## src/rtl/ram_master.sv

```systemverilog
// Burst master for a single-port synchronous RAM: word-by-word write bursts
// with pass-through data and read bursts buffered through a 2-entry output FIFO.
module ram_master #(
   parameter int DATA_W = 16,
   parameter int ADDR_W = 12,
   parameter int LEN_W  = 4
) (
   input  logic              clk,
   input  logic              rst_n,
   input  logic              req_valid,
   output logic              req_ready,
   input  logic              req_write,
   input  logic [ADDR_W-1:0] req_addr,
   input  logic [LEN_W-1:0]  req_len,
   input  logic              wr_valid,
   output logic              wr_ready,
   input  logic [DATA_W-1:0] wr_data,
   output logic              rd_valid,
   input  logic              rd_ready,
   output logic [DATA_W-1:0] rd_data,
   output logic              rd_last,
   output logic [ADDR_W-1:0] ram_addr,
   output logic [DATA_W-1:0] ram_wdata,
   output logic              ram_we,
   output logic              ram_re,
   input  logic [DATA_W-1:0] ram_rdata,
   output logic              busy,
   output logic              done
);

   typedef enum logic [1:0] {IDLE, WRITE, READ, DRAIN} state_t;

   state_t            state_q, state_d;
   logic [ADDR_W-1:0] addr_q, addr_d;
   logic [LEN_W-1:0]  len_q, len_d;
   logic [LEN_W-1:0]  iss_q, iss_d;
   logic [LEN_W-1:0]  out_q, out_d;
   logic              inflight_q, inflight_d;
   logic              done_q, done_d;
   logic [1:0]        cnt_q, cnt_d;
   logic              wptr_q, wptr_d;
   logic              rptr_q, rptr_d;
   logic [DATA_W-1:0] mem_q [2];

   logic       pop;
   logic       push;
   logic       issue;
   logic       we;
   logic [2:0] occ;

   assign pop   = (cnt_q != 2'd0) && rd_ready;
   assign push  = inflight_q;
   // Occupancy after this cycle's pop, counting the word still on the RAM bus.
   assign occ   = {1'b0, cnt_q} + {2'b00, inflight_q} - {2'b00, pop};
   assign issue = (state_q == READ) && (occ < 3'd2);
   assign we    = (state_q == WRITE) && wr_valid;

   // The done cycle is already IDLE but must not accept a new request.
   assign req_ready = (state_q == IDLE) && !done_q;
   assign wr_ready  = (state_q == WRITE);
   assign ram_we    = we;
   assign ram_re    = issue;
   assign ram_addr  = ((state_q == WRITE) || (state_q == READ)) ? addr_q : '0;
   assign ram_wdata = we ? wr_data : '0;
   assign rd_valid  = (cnt_q != 2'd0);
   assign rd_data   = rd_valid ? mem_q[rptr_q] : '0;
   assign rd_last   = rd_valid && (out_q == len_q);
   assign busy      = (state_q != IDLE);
   assign done      = done_q;

   always_comb begin
      state_d    = state_q;
      addr_d     = addr_q;
      len_d      = len_q;
      iss_d      = iss_q;
      out_d      = out_q;
      done_d     = 1'b0;
      inflight_d = issue;
      cnt_d      = cnt_q + {1'b0, push} - {1'b0, pop};
      wptr_d     = wptr_q ^ push;
      rptr_d     = rptr_q ^ pop;
      if (pop) begin
         out_d = out_q + LEN_W'(1);
      end
      case (state_q)
         IDLE: begin
            if (req_valid && req_ready) begin
               addr_d  = req_addr;
               len_d   = req_len;
               iss_d   = '0;
               out_d   = '0;
               state_d = req_write ? WRITE : READ;
            end
         end
         WRITE: begin
            if (we) begin
               addr_d = addr_q + ADDR_W'(1);
               if (iss_q == len_q) begin
                  state_d = IDLE;
                  done_d  = 1'b1;
               end else begin
                  iss_d = iss_q + LEN_W'(1);
               end
            end
         end
         READ: begin
            if (issue) begin
               addr_d = addr_q + ADDR_W'(1);
               if (iss_q == len_q) begin
                  state_d = DRAIN;
               end else begin
                  iss_d = iss_q + LEN_W'(1);
               end
            end
         end
         DRAIN: begin
            if ((cnt_q == 2'd0) && !inflight_q) begin
               state_d = IDLE;
               done_d  = 1'b1;
            end
         end
         default: state_d = IDLE;
      endcase
   end

   always_ff @(posedge clk) begin
      if (!rst_n) begin
         state_q    <= IDLE;
         addr_q     <= '0;
         len_q      <= '0;
         iss_q      <= '0;
         out_q      <= '0;
         inflight_q <= 1'b0;
         done_q     <= 1'b0;
         cnt_q      <= 2'd0;
         wptr_q     <= 1'b0;
         rptr_q     <= 1'b0;
      end else begin
         state_q    <= state_d;
         addr_q     <= addr_d;
         len_q      <= len_d;
         iss_q      <= iss_d;
         out_q      <= out_d;
         inflight_q <= inflight_d;
         done_q     <= done_d;
         cnt_q      <= cnt_d;
         wptr_q     <= wptr_d;
         rptr_q     <= rptr_d;
      end
   end

   // FIFO storage is data only; a reset empties it through the pointers/count.
   always_ff @(posedge clk) begin
      if (push) begin
         mem_q[wptr_q] <= ram_rdata;
      end
   end

endmodule

```

## config.mk

```make
export PLATFORM = sky130hd
export DESIGN_NAME = ram_master
export DESIGN_NICKNAME = d
export VERILOG_FILES = /design/src/rtl/ram_master.sv
export SDC_FILE = /design/constraint.sdc
export NUM_CORES = 1
export LEC_CHECK = 0
export BUFFER_PORTS_ARGS = -buffer_cell sky130_fd_sc_hd__buf_4
export CAP_MARGIN = 20
export CORE_UTILIZATION = 30
export CTS_CLUSTER_SIZE = 30
export DETAILED_ROUTE_END_ITERATION = 8
export SLEW_MARGIN = 20
export SYNTH_ARGS = -nofsm -noshare
export SYNTH_HDL_FRONTEND = slang
export SYNTH_SLANG_ARGS = --single-unit
```

## constraint.sdc

```tcl
create_clock -name clk -period 4.1 [get_ports clk]
set_input_delay 0.41 -clock clk [delete_from_list [all_inputs] [get_ports clk]]
set_output_delay 0.41 -clock clk [all_outputs]
set_load 0.03 [all_outputs]
```

==> results_dict.tcl, run 1 <==
set metrics [dict create \
    synth_edf_count 32 \
    clockPowerShare_pct 19.9 \
    path_buf_inv 3 \
    syn_to_final_growth_pct 33.8 \
    cts.sinks 65 \
    cp-start-kind "register" \
    clockRootBuffer "clkbuf_8" \
    tns_ns 0 \
    hold_slack_ns 0.251 \
    avgSynthCellArea_um2 10.0 \
    regToRegSetupSlack_ns 0.83 \
    wl_per_cell_um 13.4 \
    comb_power_share_pct 47.8 \
    cp_cell_sequence "nor2_2, inv_1, nand2_1, clkinv_1, ha_1, inv_1, ha_1, fa_1, xnor2_1, o21ai_1, nand3b_1, or4_1, a21oi_1" \
    seq_power_share_pct 32.4 \
    required_ns 4.36 \
    antenna_cells 0 \
    place_ws_ns 0.846 \
    cts_tree "built" \
    fin_skew_ns 0.00947 \
    grt_pass1_wl_um 12300 \
    synth_cell_type_count 54 \
    ys_seq_area_share_pct 49.4 \
    run_status "completed" \
    cts-buffers-inserted 9 \
    synth_nets 394 \
    peakVddDrop_mv 0.244 \
    yosysWarnings 0 \
    synth_top_family_by_area "simple AND/OR/NAND/NOR gates" \
    core_mm2 0.0105 \
    layout-drive-gt1-share_pct 30.5 \
    die_x_um 107 \
    synth-xor-area-share_pct 3.73 \
    fillCellCount 1047 \
    crit_arrival_ns 3.52 \
    power_mw 2.97 \
    num_rows 37 \
    drv_slew 0 \
    final_nets 495 \
    syn-instance-count 327 \
    first_iter_violations 114 \
    worstMarginPinSlew_ns 0.924 \
    wirelength_um 7620 \
    clk_path_buf_depth 2 \
    drt-pass1-iter-count 4 \
    synth_ff_type "dfxtp_1" \
    globalplace.congestion 0.749 \
    multiInputGateArea_mm2 0.00152 \
    path_max_fanout 13 \
    worstSetupEndpointType "register" \
    grt_max_degree 27 \
    period_share_pct 79.7 \
    vias 2700 \
    crit_slowest_cell "or4_1" \
    final_core_util_pct 42.0 \
    antenna_left 0 \
    yosys.area_share.adder_pct 5.18 \
    timing.final.ws_setup_ns 0.834 \
    slew_headroom_pct 38.3 \
    p_sw_mw 1.26 \
    rsz0062_at_grt "false" \
    crit_type "register to register" \
    synth_compound_area_share_pct 10.5 \
    hold_path_class "primary input to register" \
    ios 106 \
    overflow 0 \
    initial_core_util_pct 31.4 \
    setup_viol 0 \
    port_buffers 105 \
    layout_min_cycle_time_ns 3.27 \
    hpwl_um 5480 \
    clk_latency_ns 0.34 \
    cts-htree-levels 3 \
    ys_seq_elements 65 \
    muxShareOfSynthArea_pct 7.04 \
    final_cells 569 \
    final_area_mm2 0.00440 \
    internal_power_mw 1.71 \
    vias_per_cell 4.75 \
    netSwitchingFraction_pct 42.5 \
    die-area_mm2 0.0114 \
    grt_pass1_vias 2579 \
    syn_area_mm2 0.00329 \
    ctsHoldBuffers 0 \
    die_y_um 107 \
    max_freq_ghz 0.306 \
    critPathTopFamily "simple AND/OR/NAND/NOR gates" \
    power_density_mw_per_mm2 675 \
    async_reset_ff_share_pct 0 \
    maxCapViolations 0 \
    drc 0 \
    synth_simple_gate_area_share_pct 19.6 \
    clk_pin_slew_ns 0.07 \
    cpPeakStageDelay_ns 0.60 \
    p_leak_nw 1.89 \
    finalHoldViolations 0 \
    place_area_mm2 0.00418 \
    antenna_found_initial 0 \
    dp.cells 553 \
    cts_resized 0 \
    seqCellArea_mm2 0.00162 \
    gr-usage-all-layers_pct 13.6 \
    postCtsSetupBuffers 0 \
]
cell usage in the layout, fill, tap and decap left out, drive strengths merged, types with 4 or more instances in the layout:
master / count
a21oi: 20
xnor2: 7
inv: 16
buf: 108
dfxtp: 33
and2: 15
nor2: 39
mux2i: 22
nand2: 25
ha: 12
edfxtp: 32
clkinv: 4
or4: 4
nor3: 4
nand3: 5
nand4: 5
xor2: 7
clkbuf: 9
o21ai: 8
and3: 16
cell families (layout without fill, tap and decap cells):
family / after synthesis / count (layout)
and+or+nand+nor: 125 / 125
xor gates and xnor gates: 14 / 14
buffers and inverters: 34 / 140
AOI/OAI and AO/OA: 53 / 53
adders and majority gates: 13 / 13
muxes: 23 / 23
DFF: 65 / 65
synth_stat cells, drive strengths merged (2+ instances only):
cell type  instances  area share [%]
and3              16             3.0
a211oi             2            0.46
and2              15             2.9
xor2               7             1.9
inv               15             1.7
o211ai             3            0.69
o21a               2            0.46
o21ai              8             1.2
nand3              5            0.76
o31ai              3            0.69
or4                4            0.91
xnor2              7             1.9
a21oi             20             3.2
or3                2            0.42
ha                12             4.6
dfxtp             33              20
o22ai              2            0.38
o32ai              3            0.80
clkbuf            13             1.5
nor3               4            0.61
buf                5             1.2
nand2b             3            0.57
nand2             25             2.9
nor2              39             4.5
mux2i             22             6.7
nand4              5             1.4
nand3b             2            0.46
edfxtp            32              29
sequential cells by signal, summed over array words and instances (netlist names), named ones only:
| name | cells |
|---|---|
| state_q | 2 |
| wptr_q | 1 |
| out_q | 4 |
| cnt_q | 2 |
| addr_q | 12 |
| iss_q | 4 |
| mem_q | 32 |
| inflight_q | 1 |
| len_q | 4 |
| rptr_q | 1 |
| done | 1 |
cell type report:
class | count | area share (%)
clock inverter | 7 | 2.13
tap | 136 | 3.87
sequential | 65 | 36.9
inverter | 16 | 1.37
timing repair buffer | 108 | 18.4
clock buffer | 9 | 2.82
multi-input combinational | 228 | 34.5
path summary, 6_finish.rpt:
kind | start | endpoint | cells after the start
worst max register to register | cnt_q[1] | iss_q[2] | 13
worst max-delay path | cnt_q[1] | iss_q[2] | 13
worst min-delay path | ram_rdata[3] | mem_q[0][3] | 1
worst min register to register | iss_q[3] | iss_q[3] | 2
power groups by stage:
| stage | combinational (mW) | clock (mW) | sequential [mW] |
|---|---|---|---|
| floorplan | 1.05 | 0 | 0.915 |
| global placement | 1.40 | 0 | 0.971 |
| detailed placement | 1.43 | 0 | 0.974 |
| CTS | 1.43 | 0.610 | 0.961 |
| global route | 1.54 | 0.640 | 0.984 |
| finish | 1.42 | 0.590 | 0.961 |
layer usage:
metal | GRT usage, % | vias to the layer above | part of all wire, %
met1 | 15.9 | 1248 | 44
met2 | 23.8 | 78 | 50
met5 | 0 | - | 0
li1 | - | 1361 | -
met4 | 4.11 | 0 | 1.1
met3 | 4.19 | 13 | 5.2
Power figures use the tool's default switching activity.
==> run 2: changes to the inputs <==
--- a/config.mk
+++ b/config.mk
@@ -5,6 +5,7 @@
 export SDC_FILE = /design/constraint.sdc
 export NUM_CORES = 1
 export LEC_CHECK = 0
+export ABC_AREA = 1
 export BUFFER_PORTS_ARGS = -buffer_cell sky130_fd_sc_hd__buf_4
 export CAP_MARGIN = 20
 export CORE_UTILIZATION = 30
==> constraint.sdc (replaced) <==
create_clock -name clk -period 2.7 [get_ports clk]
set_input_delay 0.27 -clock clk [delete_from_list [all_inputs] [get_ports clk]]
set_output_delay 0.27 -clock clk [all_outputs]
set_load 0.03 [all_outputs]
==> run 2 against run 1 <==
Effect of this change:
- sequential share of layout area fell by 2.4 points
- total power rose by 80%
- largest power group unchanged
- routed wire length rose by 7.7%
- cell area rose by 7.1%
- critical path type is now register to output pin
- synthesized cell count rose by 38%
- combinational power rose by 81%
- count of clock-buffer cells in the layout did not move
- cell count rose by 23%
- die area rose by 4.1%
==> results_dict.tcl, run 2 <==
set metrics [dict create \
    run_status "completed" \
    syn_to_final_growth_pct 37.5 \
    rr_worst_depth 12 \
    synth_edf_count 32 \
    rsz0062_at_grt "false" \
    multiInputGateArea_mm2 0.00148 \
    worstSetupEndpointType "output pin" \
    async_reset_ff_share_pct 0 \
    cp-start-kind "register" \
    die_y_um 109 \
    drc 0 \
    final_cell_mix "nand2_1 (126), buf_4 (109), inv_1 (67), nor2_1 (67), a21oi_1 (33)" \
    place_area_mm2 0.00434 \
    max_freq_ghz 0.394 \
    postCtsSetupBuffers 0 \
    r2r_end "addr_q[7]" \
    drv_slew 0 \
    core_mm2 0.0110 \
    fillCellCount 1107 \
    power_density_mw_per_mm2 1140 \
    cp_cell_sequence "nor2_4, nor2_4, ha_1, inv_1, ha_1, fa_1, inv_1, nand3_2, nor2_1, buf_4" \
    cpPeakStageDelay_ns 0.45 \
    cts_tree "built" \
    final_nets 624 \
    ys_seq_elements 65 \
    syn-instance-count 451 \
    grt_max_degree 23 \
    p_leak_nw 2.32 \
    grt_pass1_wl_um 13200 \
    wirelength_um 8210 \
    largest-register "mem_q" \
    final_area_mm2 0.00471 \
    die_x_um 109 \
    peakVddDrop_mv 0.801 \
    seqCellArea_mm2 0.00162 \
    period_share_pct 94.0 \
    synth_cell_type_count 29 \
    synth_ff_type "dfxtp_1" \
    reg_top3 "mem_q (32), addr_q (12)" \
    ios 106 \
    initial_core_util_pct 31.2 \
    slew_headroom_pct 45.4 \
    drt-pass1-iter-count 4 \
    gr-usage-all-layers_pct 14.5 \
    crit_path_start "cnt_q[1]" \
    layout_min_cycle_time_ns 2.54 \
    regToRegSetupSlack_ns 0.28 \
    final_common_cell "nand2_1" \
    required_ns 2.43 \
    first_iter_violations 122 \
    crit_slowest_cell "fa_1" \
    clockRootBuffer "clkbuf_16" \
    port_buffers 105 \
    yosysWarnings 0 \
    cts-buffers-inserted 9 \
    syn_area_mm2 0.00342 \
    vias_per_cell 4.45 \
    antenna_cells 0 \
    cts-htree-levels 3 \
    fin_skew_ns 0.00590 \
    crit_end "ram_re" \
    worstMarginPinSlew_ns 0.819 \
    ys_seq_area_share_pct 47.4 \
    rr_startpoint "cnt_q[1]" \
    globalplace.congestion 0.786 \
    avgSynthCellArea_um2 7.59 \
    netlist_top_cells_count "nand2_1 (126), nor2_1 (68), inv_1 (67), a21oi_1 (33), dfxtp_1 (33)" \
    cts.sinks 65 \
    finalHoldViolations 0 \
    overflow 0 \
    wl_per_cell_um 11.7 \
    synth_nets 518 \
    hold_slack_ns 0.125 \
    maxCapViolations 0 \
    num_rows 38 \
    largest_reg_flops 32 \
    clk_pin_slew_ns 0.06 \
    layout-drive-gt1-share_pct 25.3 \
    crit_arrival_ns 2.27 \
    antenna_found_initial 0 \
    hold_path_class "primary input to register" \
    grt_pass1_vias 2885 \
    path_max_fanout 5 \
    synth_top_area_share_pct 28.1 \
    clk_latency_ns 0.33 \
    crit_type "register to output pin" \
    clk_path_buf_depth 2 \
    yosys.area.top_type "edfxtp_1" \
    hpwl_um 6060 \
    antenna_left 0 \
    die-area_mm2 0.0118 \
    vias 3125 \
    setup_viol 0 \
    synth_area_leaders "edfxtp_1 (28%), dfxtp_1 (19%), nand2_1 (14%), nor2_1 (7.5%), inv_1 (7.3%)" \
    yosysMostFrequentCell "nand2_1" \
]
-- run 2: cell types whose count changed after synthesis, moves of 6 or more --
| cell | previous run | this run |
|---|---|---|
| a21oi_1 | 19 | 33 |
| and2_1 | 14 | 0 |
| and3_1 | 16 | 0 |
| buf_2 | 2 | 8 |
| clkbuf_1 | 13 | 3 |
| inv_1 | 15 | 67 |
| mux2i_1 | 22 | 0 |
| nand2_1 | 25 | 126 |
| nand3_1 | 5 | 19 |
| nor2_1 | 38 | 68 |
| o21ai_0 | 7 | 16 |
-- run 2: where the power goes --
part           switching [mW]  internal (mW)
sequential              0.176           1.26
clock                   0.440          0.911
combinational            1.70          0.869
total                    2.32           3.04
-- run 2: metal layers --
| layer | global-route usage, % | vias up | share of wire, % | wire length (um) |
|---|---|---|---|---|
| li1 | - | 1625 | - | - |
| met1 | 17.7 | 1401 | 46 | 3810 |
| met2 | 24.5 | 93 | 46 | 3800 |
| met3 | 4.30 | 6 | 6.4 | 524 |
| met4 | 4.44 | 0 | 0.88 | 72 |
| met5 | 0 | - | 0 | 0 |
-- run 2: cell families (layout without fill, tap and decap cells) --
family,Yosys count,in the layout,synth area share [%]
flip-flops,65,65,47.4
buffers and inverters,83,194,9.73
XOR/XNOR,5,5,1.28
AND/OR/NAND/NOR,230,230,28.1
AO/OA/AOI/OAI,55,55,8.56
adder cells (fa/ha/maj),13,13,4.97
-- run 2: area by class of cell --
cell class	instances	area share, %
inverter	69	5.50
sequential	65	34.5
multi-input combinational	303	31.5
clock buffer	9	4.79
timing repair buffer	109	17.4
tap	140	3.72
clock inverter	7	2.66
-- run 2: worst max-delay path: cells and delay by family, from the launching register on --
family / cells / cell delay (ns)
flops: 1 / 0.34
buf+inv: 3 / 0.30
simple gates: 4 / 0.40
fa+ha+maj: 3 / 0.89
-- run 2: through the flow --
stage	std cells	power, mW	utilization (%)	TNS (ns)	setup slack, ns
finish	702	5.36	42.8	0	0.163
global placement	686	3.97	39.5	0	0.0799
floorplan	451	3.24	-	0	0.331
detailed placement	686	4.02	39.5	-0.0478	-0.0273
global route	702	5.75	42.8	0	0.0400
CTS	702	5.39	42.8	0	0.0118
-- run 2: worst min-delay path by stage --
stage	depth (start not counted)	slack (ns)	to	from
2_1_floorplan	0	0.37	mem_q[0][0]	ram_rdata[0]
3_3_place_gp	1	0.46	mem_q[0][8]	ram_rdata[8]
3_5_place_dp	1	0.46	mem_q[0][5]	ram_rdata[5]
4_1_cts	1	0.11	mem_q[1][2]	ram_rdata[2]
5_1_grt	1	0.11	mem_q[1][5]	ram_rdata[5]
6_report	1	0.12	mem_q[1][5]	ram_rdata[5]
-- run 2: what timing repair did --
item,CTS,global route
setup endpoints to repair,2,8
resized for setup,1,3
hold buffers,0,0
cloned,0,0
==> run 3: changes to the inputs <==
--- a/config.mk
+++ b/config.mk
@@ -8,9 +8,10 @@
 export ABC_AREA = 1
 export BUFFER_PORTS_ARGS = -buffer_cell sky130_fd_sc_hd__buf_4
 export CAP_MARGIN = 20
-export CORE_UTILIZATION = 30
+export CORE_UTILIZATION = 40
 export CTS_CLUSTER_SIZE = 30
 export DETAILED_ROUTE_END_ITERATION = 8
+export PLACE_DENSITY = 0.67
 export SLEW_MARGIN = 20
 export SYNTH_ARGS = -nofsm -noshare
 export SYNTH_HDL_FRONTEND = slang
==> run 3 against run 2 <==
Effect of this change:
- routed wire length decreased by 3.3%
- non-clock buffer count grew 1
- via count is 0.35% higher
- largest cell class unchanged
- register-to-register slack lost 0.05 ns
- hold slack got worse by 0.015 ns
- clock skew is 0.0024 ns higher
- largest power group unchanged
- highest routed layer unchanged
- total power decreased by 9.3%
==> results_dict.tcl, run 3 (synthesized netlist as in run 2, its figures left out) <==
set metrics [dict create \
    run_status "completed" \
    die_x_um 94.5 \
    antenna_left 0 \
    grt_pass1_vias 2890 \
    largest_reg_flops 32 \
    clockRootBuffer "clkbuf_8" \
    drc 0 \
    setup_viol 0 \
    max_freq_ghz 0.387 \
    cts_tree "built" \
    period_share_pct 95.8 \
    regToRegSetupSlack_ns 0.23 \
    tns_ns 0 \
    cts-buffers-inserted 9 \
    finalHoldViolations 0 \
    core_mm2 0.00826 \
    first_iter_violations 125 \
    place_area_mm2 0.00431 \
    maxCapViolations 0 \
    final_common_cell "nand2_1" \
    fillCellCount 762 \
    final_area_mm2 0.00452 \
    drv_slew 0 \
    worstSetupEndpointType "output pin" \
    crit_type "register to output pin" \
    cts-htree-levels 3 \
    postCtsSetupBuffers 0 \
    clk_latency_ns 0.34 \
    num_rows 33 \
    power_mw 4.86 \
    port_buffers 105 \
    initial_core_util_pct 41.4 \
    grt_pass1_wl_um 13000 \
    gr-usage-all-layers_pct 18.8 \
    worstMarginPinSlew_ns 0.764 \
    peakVddDrop_mv 0.493 \
    die-area_mm2 0.00893 \
    globalplace.congestion 0.780 \
    slew_headroom_pct 49.1 \
    wl_per_cell_um 11.9 \
    largest-register "mem_q" \
    final_nets 625 \
    multiInputGateArea_mm2 0.00149 \
    crit_arrival_ns 2.32 \
    overflow 0 \
    cp-start-kind "register" \
    reg_top3 "mem_q (32), addr_q (12)" \
    antenna_cells 0 \
    die_y_um 94.5 \
    rsz0062_at_grt "false" \
    syn_to_final_growth_pct 32.1 \
    antenna_found_initial 0 \
    final_cell_mix "nand2_1 (126), buf_4 (109), inv_1 (67)" \
    vias 3136 \
    cts.sinks 65 \
    vias_per_cell 4.69 \
    path_max_fanout 5 \
    ios 106 \
    layout_min_cycle_time_ns 2.59 \
    required_ns 2.43 \
    hold_path_class "primary input to register" \
    fin_skew_ns 0.00828 \
    clk_path_buf_depth 2 \
    power_density_mw_per_mm2 1070 \
    hpwl_um 5820 \
    grt_max_degree 23 \
    p_leak_nw 2.25 \
    clk_pin_slew_ns 0.07 \
    wirelength_um 7940 \
    seqCellArea_mm2 0.00162 \
    layout-drive-gt1-share_pct 25.0 \
    drt-pass1-iter-count 4 \
]
-- run 3: cell types whose count changed in the layout (fill, tap and decap cells not counted), sizes merged --
cell,change
clkinv,+3
bufinv,-2
buf,+1
inv,-1
-- run 3: timing repair --
action	CTS	global route
gates resized for setup	1	4
endpoints found under the setup margin	1	1
pin swaps	0	1
hold endpoints to repair	0	0
hold buffers	0	0
-- run 3: layer usage --
layer	share of wire [%]	vias to the layer above	GRT usage, %
li1	-	1622	-
met1	42	1419	21.8
met3	5.2	11	4.99
met2	52	84	33.6
met5	0	-	0
met4	1.6	0	6.31
-- run 3: where the power goes --
part | switching [mW] | internal (mW)
sequential | 0.177 | 1.26
clock | 0.374 | 0.425
combinational | 1.72 | 0.901
-- run 3: final timing paths --
kind                     start          end  cells after the start
setup reg to reg      cnt_q[1]    addr_q[7]                     14
hold reg to reg         rptr_q       rptr_q                      2
hold / removal    ram_rdata[7]  mem_q[0][7]                      1
setup / recovery      cnt_q[1]       ram_re                     10
-- run 3: cell type report --
class / count / share of cell area (%)
well taps: 105 / 2.91
multi-input cells: 303 / 32.9
flip-flops and latches: 65 / 35.9
clock inverters: 7 / 1.55
inverters: 69 / 5.73
repair buffers: 110 / 18.4
clock buffers: 9 / 2.74
-- run 3: metrics by stage --
stage               utilization, %  std cells  worst slack, ns  hold WS [ns]
floorplan                        -        451            0.331         0.369
global placement              52.1        652            0.275         0.455
detailed placement            52.1        652            0.170         0.458
CTS                           54.5        668          0.00496        0.0886
global route                  54.7        668          0.00661        0.0920
finish                        54.7        668            0.113         0.110
-- run 3: worst max-delay path: stages, from the launching register on --
cell and delay [ns]:
dfxtp_1 0.34, nor2_2 0.15, nor2_4 0.06, ha_1 0.27
inv_1 0.04, ha_1 0.19, fa_1 0.47, inv_1 0.12
nand3_4 0.10, nor2_4 0.10, buf_6 0.14
